## config.mk

```make
export PLATFORM = sky130hd
export DESIGN_NAME = split_reg_sequencer
export DESIGN_NICKNAME = d
export VERILOG_FILES = /design/src/rtl/split_reg_sequencer.sv
export SDC_FILE = /design/constraint.sdc
export NUM_CORES = 1
export LEC_CHECK = 0
export BUFFER_PORTS_ARGS = -buffer_cell sky130_fd_sc_hd__buf_4
export CORE_MARGIN = 8
export CORE_UTILIZATION = 49
export DETAILED_ROUTE_END_ITERATION = 12
export PLACE_DENSITY = 0.79
export SLEW_MARGIN = 5
export SYNTH_ARGS = -nofsm -noshare
export SYNTH_HDL_FRONTEND = slang
export SYNTH_SLANG_ARGS = --single-unit
```

## constraint.sdc

```tcl
create_clock -name clk -period 2.1 [get_ports clk]
set_input_delay 0.21 -clock clk [delete_from_list [all_inputs] [get_ports clk]]
set_output_delay 0.21 -clock clk [all_outputs]
set_load 0.01 [all_outputs]
```

## src/rtl/split_reg_sequencer.sv

```systemverilog
// Command sequencer for a bank of split (two-half) registers: drives per-register
// half operations, bus_b strobes and save/restore, and sources bus_b data for INC/DEC/SWAP.
// Half-operation encoding on op_low/op_high (2 bits per register): 0 NONE, 1 READ, 2 WRITE.
module split_reg_sequencer #(
    parameter int HALF_WIDTH = 4,
    parameter int NREGS      = 4,
    parameter int RW         = $clog2(NREGS)
) (
    input  logic                            clk,
    input  logic                            rst,
    input  logic                            cmd_valid,
    output logic                            cmd_ready,
    input  logic [2:0]                      cmd_op,
    input  logic [RW-1:0]                   cmd_reg,
    input  logic [NREGS*2*HALF_WIDTH-1:0]   reg_values,
    output logic [NREGS*2-1:0]              op_low,
    output logic [NREGS*2-1:0]              op_high,
    output logic [NREGS-1:0]                bus_b_low,
    output logic [NREGS-1:0]                bus_b_high,
    output logic [NREGS-1:0]                save,
    output logic [NREGS-1:0]                restore,
    output logic [HALF_WIDTH-1:0]           bus_b_data,
    output logic                            done,
    output logic                            cmd_err
);

    localparam int W = 2 * HALF_WIDTH;

    localparam logic [1:0] REG_OP_NONE  = 2'd0;
    localparam logic [1:0] REG_OP_READ  = 2'd1;
    localparam logic [1:0] REG_OP_WRITE = 2'd2;

    localparam logic [2:0] OP_NOP     = 3'd0;
    localparam logic [2:0] OP_LOAD    = 3'd1;
    localparam logic [2:0] OP_STORE   = 3'd2;
    localparam logic [2:0] OP_SAVE    = 3'd3;
    localparam logic [2:0] OP_RESTORE = 3'd4;
    localparam logic [2:0] OP_INC     = 3'd5;
    localparam logic [2:0] OP_DEC     = 3'd6;
    localparam logic [2:0] OP_SWAP    = 3'd7;

    typedef enum logic [1:0] {IDLE, EXEC1, EXEC2} state_t;

    function automatic logic [HALF_WIDTH-1:0] inc_half(input logic [HALF_WIDTH-1:0] x);
        return x + {{(HALF_WIDTH-1){1'b0}}, 1'b1};
    endfunction

    function automatic logic [HALF_WIDTH-1:0] dec_half(input logic [HALF_WIDTH-1:0] x);
        return x - {{(HALF_WIDTH-1){1'b0}}, 1'b1};
    endfunction

    function automatic logic [NREGS*2-1:0] expand_op(input logic [NREGS-1:0] m,
                                                     input logic [1:0] code);
        logic [NREGS*2-1:0] r;
        r = {NREGS{REG_OP_NONE}};
        for (int i = 0; i < NREGS; i++)
            if (m[i]) r[2*i +: 2] = code;
        return r;
    endfunction

    state_t                 state, state_nxt;
    logic [2:0]             op_p0, op_nxt;
    logic [NREGS-1:0]       mask_p0, mask_nxt;
    logic [W-1:0]           temp_p0, temp_nxt;
    logic                   two_cyc_p0, two_cyc_nxt;

    logic [NREGS*2-1:0]     op_low_nxt, op_high_nxt;
    logic [NREGS-1:0]       bus_b_low_nxt, bus_b_high_nxt, save_nxt, restore_nxt;
    logic [HALF_WIDTH-1:0]  data_nxt;
    logic                   done_nxt, err_nxt;

    logic [NREGS-1:0]       sel;
    logic [W-1:0]           slice;
    logic [HALF_WIDTH-1:0]  slice_lo;

    assign cmd_ready = (state == IDLE);

    always_comb begin
        state_nxt      = state;
        op_nxt         = op_p0;
        mask_nxt       = mask_p0;
        temp_nxt       = temp_p0;
        two_cyc_nxt    = two_cyc_p0;
        op_low_nxt     = {NREGS{REG_OP_NONE}};
        op_high_nxt    = {NREGS{REG_OP_NONE}};
        bus_b_low_nxt  = '0;
        bus_b_high_nxt = '0;
        save_nxt       = '0;
        restore_nxt    = '0;
        data_nxt       = '0;
        done_nxt       = 1'b0;
        err_nxt        = 1'b0;
        sel            = '0;
        slice          = '0;

        // Out-of-range indices match no register, leaving sel and slice zero.
        for (int i = 0; i < NREGS; i++)
            if (cmd_reg == RW'(i)) begin
                sel[i] = 1'b1;
                slice  = reg_values[i*W +: W];
            end
        slice_lo = slice[HALF_WIDTH-1:0];

        case (state)
            IDLE: if (cmd_valid) begin
                state_nxt   = EXEC1;
                op_nxt      = cmd_op;
                mask_nxt    = sel;
                temp_nxt    = slice;
                two_cyc_nxt = (|sel) && ((cmd_op == OP_INC && (&slice_lo)) ||
                                         (cmd_op == OP_DEC && slice_lo == '0) ||
                                         (cmd_op == OP_SWAP));
                done_nxt    = !two_cyc_nxt;
                err_nxt     = ~|sel;
                case (cmd_op)
                    OP_LOAD:    begin
                        op_low_nxt  = expand_op(sel, REG_OP_READ);
                        op_high_nxt = expand_op(sel, REG_OP_READ);
                    end
                    OP_STORE:   begin
                        op_low_nxt  = expand_op(sel, REG_OP_WRITE);
                        op_high_nxt = expand_op(sel, REG_OP_WRITE);
                    end
                    OP_SAVE:    save_nxt    = sel;
                    OP_RESTORE: restore_nxt = sel;
                    OP_INC:     begin bus_b_low_nxt  = sel; data_nxt = inc_half(slice_lo); end
                    OP_DEC:     begin bus_b_low_nxt  = sel; data_nxt = dec_half(slice_lo); end
                    OP_SWAP:    begin bus_b_high_nxt = sel; data_nxt = slice_lo; end
                    default:    ;
                endcase
                if (!(|sel)) data_nxt = '0;
            end
            // Second half of carry/borrow or swap; the command finishes here.
            EXEC1: begin
                if (two_cyc_p0) begin
                    state_nxt = EXEC2;
                    done_nxt  = 1'b1;
                    case (op_p0)
                        OP_INC:  begin bus_b_high_nxt = mask_p0; data_nxt = inc_half(temp_p0[W-1:HALF_WIDTH]); end
                        OP_DEC:  begin bus_b_high_nxt = mask_p0; data_nxt = dec_half(temp_p0[W-1:HALF_WIDTH]); end
                        OP_SWAP: begin bus_b_low_nxt  = mask_p0; data_nxt = temp_p0[W-1:HALF_WIDTH]; end
                        default: ;
                    endcase
                end else begin
                    state_nxt = IDLE;
                end
            end
            EXEC2:   state_nxt = IDLE;
            default: state_nxt = IDLE;
        endcase
    end

    always_ff @(posedge clk or posedge rst) begin
        if (rst) begin
            state      <= IDLE;
            op_p0      <= OP_NOP;
            mask_p0    <= '0;
            temp_p0    <= '0;
            two_cyc_p0 <= 1'b0;
            op_low     <= {NREGS{REG_OP_NONE}};
            op_high    <= {NREGS{REG_OP_NONE}};
            bus_b_low  <= '0;
            bus_b_high <= '0;
            save       <= '0;
            restore    <= '0;
            bus_b_data <= '0;
            done       <= 1'b0;
            cmd_err    <= 1'b0;
        end else begin
            state      <= state_nxt;
            op_p0      <= op_nxt;
            mask_p0    <= mask_nxt;
            temp_p0    <= temp_nxt;
            two_cyc_p0 <= two_cyc_nxt;
            op_low     <= op_low_nxt;
            op_high    <= op_high_nxt;
            bus_b_low  <= bus_b_low_nxt;
            bus_b_high <= bus_b_high_nxt;
            save       <= save_nxt;
            restore    <= restore_nxt;
            bus_b_data <= data_nxt;
            done       <= done_nxt;
            cmd_err    <= err_nxt;
        end
    end

endmodule

```

==> flow_metrics.env <==
export IMPL_async_reset_ff_share_pct=100
export IMPL_cpLargestDelayFamily="compound AO/OA/AOI/OAI gates"
export IMPL_cts_tree="yes"
export IMPL_synth_edff_count=0
export IMPL_path_clk_slew_ns=0.08
export IMPL_clock_latency_ns=0.29
export IMPL_final_period_minus_worst_setup_slack_ns=1.84
export IMPL_finalHoldViolCount=0
export IMPL_max_slew_margin_rel_pct=64.4
export IMPL_cts_setup_buffers=0
export IMPL_yosysSeqAreaShare_pct=50.3
export IMPL_yosys_most_used_dff="dfrtp_1"
export IMPL_crit_chain="buf_4 -> mux4_2 -> ha_1 -> a21oi_1 -> o21ai_0 -> o2111a_1 -> o31ai_1 -> a31oi_1"
export IMPL_die_h_microns=82.9
export IMPL_nFillCells=377
export IMPL_vias_per_cell=5.20
export IMPL_yosysMostFrequentCell="nand2_1"
export IMPL_max_freq_mhz=544
export IMPL_slowest_stage="mux4_2"
export IMPL_synth_distinct_cells=37
export IMPL_pin_count=79
export IMPL_finalInstanceArea_sq_mm=0.00290
export IMPL_areaGrowthSynthToFinish_pct=32.5
export IMPL_power_density_mw_per_mm2=714
export IMPL_num_rows=24
export IMPL_synth_top_cell_by_area="dfrtp_1"
export IMPL_dieArea_sq_mm=0.00687
export IMPL_place_ws_ns=-0.0473
export IMPL_diodes=0
export IMPL_wl_per_cell_microns=14.7
export IMPL_finalSetupViolCount=0
export IMPL_crit_path_max_fanout=4
export IMPL_clk_path_buf_depth=2
export IMPL_cts_htree_levels=2
export IMPL_maxSlewViolCount=0
export IMPL_postRouteAntennaNets=0
export IMPL_stdcell_count=348
export IMPL_critPathLaunchType="primary input"
export IMPL_drive_gt1_share_pct=36.8
export IMPL_die_x_microns=82.9
export IMPL_overflow=0
export IMPL_p_leak_uw=0.00151
export IMPL_synth_top_cell_area_share_pct=50.3
export IMPL_vdd_ir_drop_max_uv=357
export IMPL_syn_area_per_cell_sq_um=10.0
export IMPL_drv_max_cap_violation_count=0
export IMPL_io_buffers=78
export IMPL_yosysWarnings=0
export IMPL_rsz0062_at_grt="no"
export IMPL_place_congestion=0.854
export IMPL_crit_required_ns=2.28
export IMPL_grt_max_degree=45
export IMPL_coreArea_sq_mm=0.00432
export IMPL_vias=1808
export IMPL_grt_pass1_vias=1958
export IMPL_path_buf_inv=1
export IMPL_worst_r2r_cell_count=4
export IMPL_outcome="completed"
export IMPL_first_pass_iters=4
export IMPL_grt_use_total_pct=15.7
export IMPL_power_total_uw=2070
export IMPL_placed_cell_area_sq_mm=0.00282
export IMPL_drt_iter0_drc=101
export IMPL_cts_resized=0
export IMPL_hpwlAfterDp_microns=4080
export IMPL_drc=0
export IMPL_post_route_period_util_pct=87.5
export IMPL_dp_cells=341
export IMPL_fin_skew_ns=0.00414
export IMPL_grt_pass1_wl_microns=9220
export IMPL_hold_buffers=0
export IMPL_cts_sinks=44
export IMPL_synth_common_cells="nand2_1, dfrtp_1, nor2_1, o21ai_0, clkbuf_1"
export IMPL_yosys_top_cells_area="dfrtp_1, mux4_2, nand2_1, nor2_1, buf_4"
export IMPL_max_stage_delay_ns=0.51
export IMPL_final_nets=342
export IMPL_cp_depth=8
export IMPL_arrival_ns=2.01
export IMPL_numCtsBuffers=5
export IMPL_worstMarginPinSlew_ns=0.534
export IMPL_root_buffer="clkbuf_8"
export IMPL_drt_total_wl_microns=5130
export IMPL_setup_ws_ns=0.262
export IMPL_start_util_pct=50.7
export IMPL_syn_nets=264
export IMPL_antenna_found_initial=0
export IMPL_critPathKind="primary input to flop"
export IMPL_ys_seq_elements=44
export IMPL_worst_setup_path_end_kind="flop"
export IMPL_synth_cells=218
export IMPL_hold_path_class="primary input to asynchronous set/reset pin"
export IMPL_syn_area_sq_mm=0.00219
worst paths after layout:
path / startpoint / end / slack (ns)
worst max-delay path: cmd_reg[0] / bus_b_data[3] / 0.26
worst min-delay path: rst / bus_b_data[0] / 0.05
worst max register to register: state[1] / two_cyc_p0 / 0.35
worst min register to register: mask_p0[2] / mask_p0[2] / 0.51
max in group asynchronous: rst / mask_p0[0] / 1.69
min in group clk: cmd_op[0] / op_p0[0] / 0.19
tightest hold or removal path: stages:
cell	delay, ns
buf_4	0.11
inv_1	0.04
buf_4	0.44
flip-flops by register name (all words and copies together), names as in the netlist:
name	cells
done	1
op_p0	3
bus_b_high	4
mask_p0	4
restore	4
save	4
bus_b_low	4
state	2
op_high	8
temp_p0	4
two_cyc_p0	1
bus_b_data	4
cmd_err	1
logic make-up (layout without fill, tap and decap cells):
logic type,after synthesis,count (layout),share of synthesized area [%]
other,1,1,0.171
and+or+nand+nor,99,99,20.6
adders and majority gates,6,6,4.11
AOI/OAI and AO/OA,28,28,7.42
xor gates and xnor gates,6,6,2.40
muxes,10,10,9.14
buffers and inverters,24,102,5.88
DFF,44,44,50.3
stage by stage:
stage                     TNS (ns)  utilization, %  hold WS (ns)
final                            0            67.1        0.0473
after global placement     -0.0131            65.2         0.378
after floorplan                  0               -         0.467
after CTS                        0            67.1        0.0710
after detailed placement   -0.0473            65.2         0.392
after global routing             0            67.1         0.116
placed cells by master, fill, tap and decap left out, drive strengths merged, types with 2 or more instances in the layout:
cell / n
o21ai: 11
and3: 3
nor3: 3
or3b: 4
nand2: 48
or4: 2
mux4: 8
nand3b: 3
nand3: 5
buf: 90
a21oi: 8
inv: 5
fa: 2
dfrtp: 44
clkbuf: 5
ha: 4
o22ai: 3
xor2: 5
nor2: 24
mux2i: 2
area by class of cell:
cell class	count	area [sq um]	share of cell area, %
tap	52	65.1	2.24
timing repair buffer	90	676	23.3
clock inverter	2	12.5	0.431
sequential	44	1100	37.9
clock buffer	5	68.8	2.37
inverter	5	18.8	0.647
multi-input combinational	150	961	33.1
metal layers:
metal,track usage (%),wire length (microns),vias to the layer above
met5,0,0,-
met3,5.57,391,9
met2,26.0,2510,62
met4,6.23,98,0
li1,-,-,888
met1,18.0,2130,849
report_power, final:
| part | internal (uW) | switching (uW) |
|---|---|---|
| logic | 273 | 288 |
| clock network | 225 | 269 |
| registers | 938 | 77.8 |
Note: power is estimated with default switching activity, not from simulation.
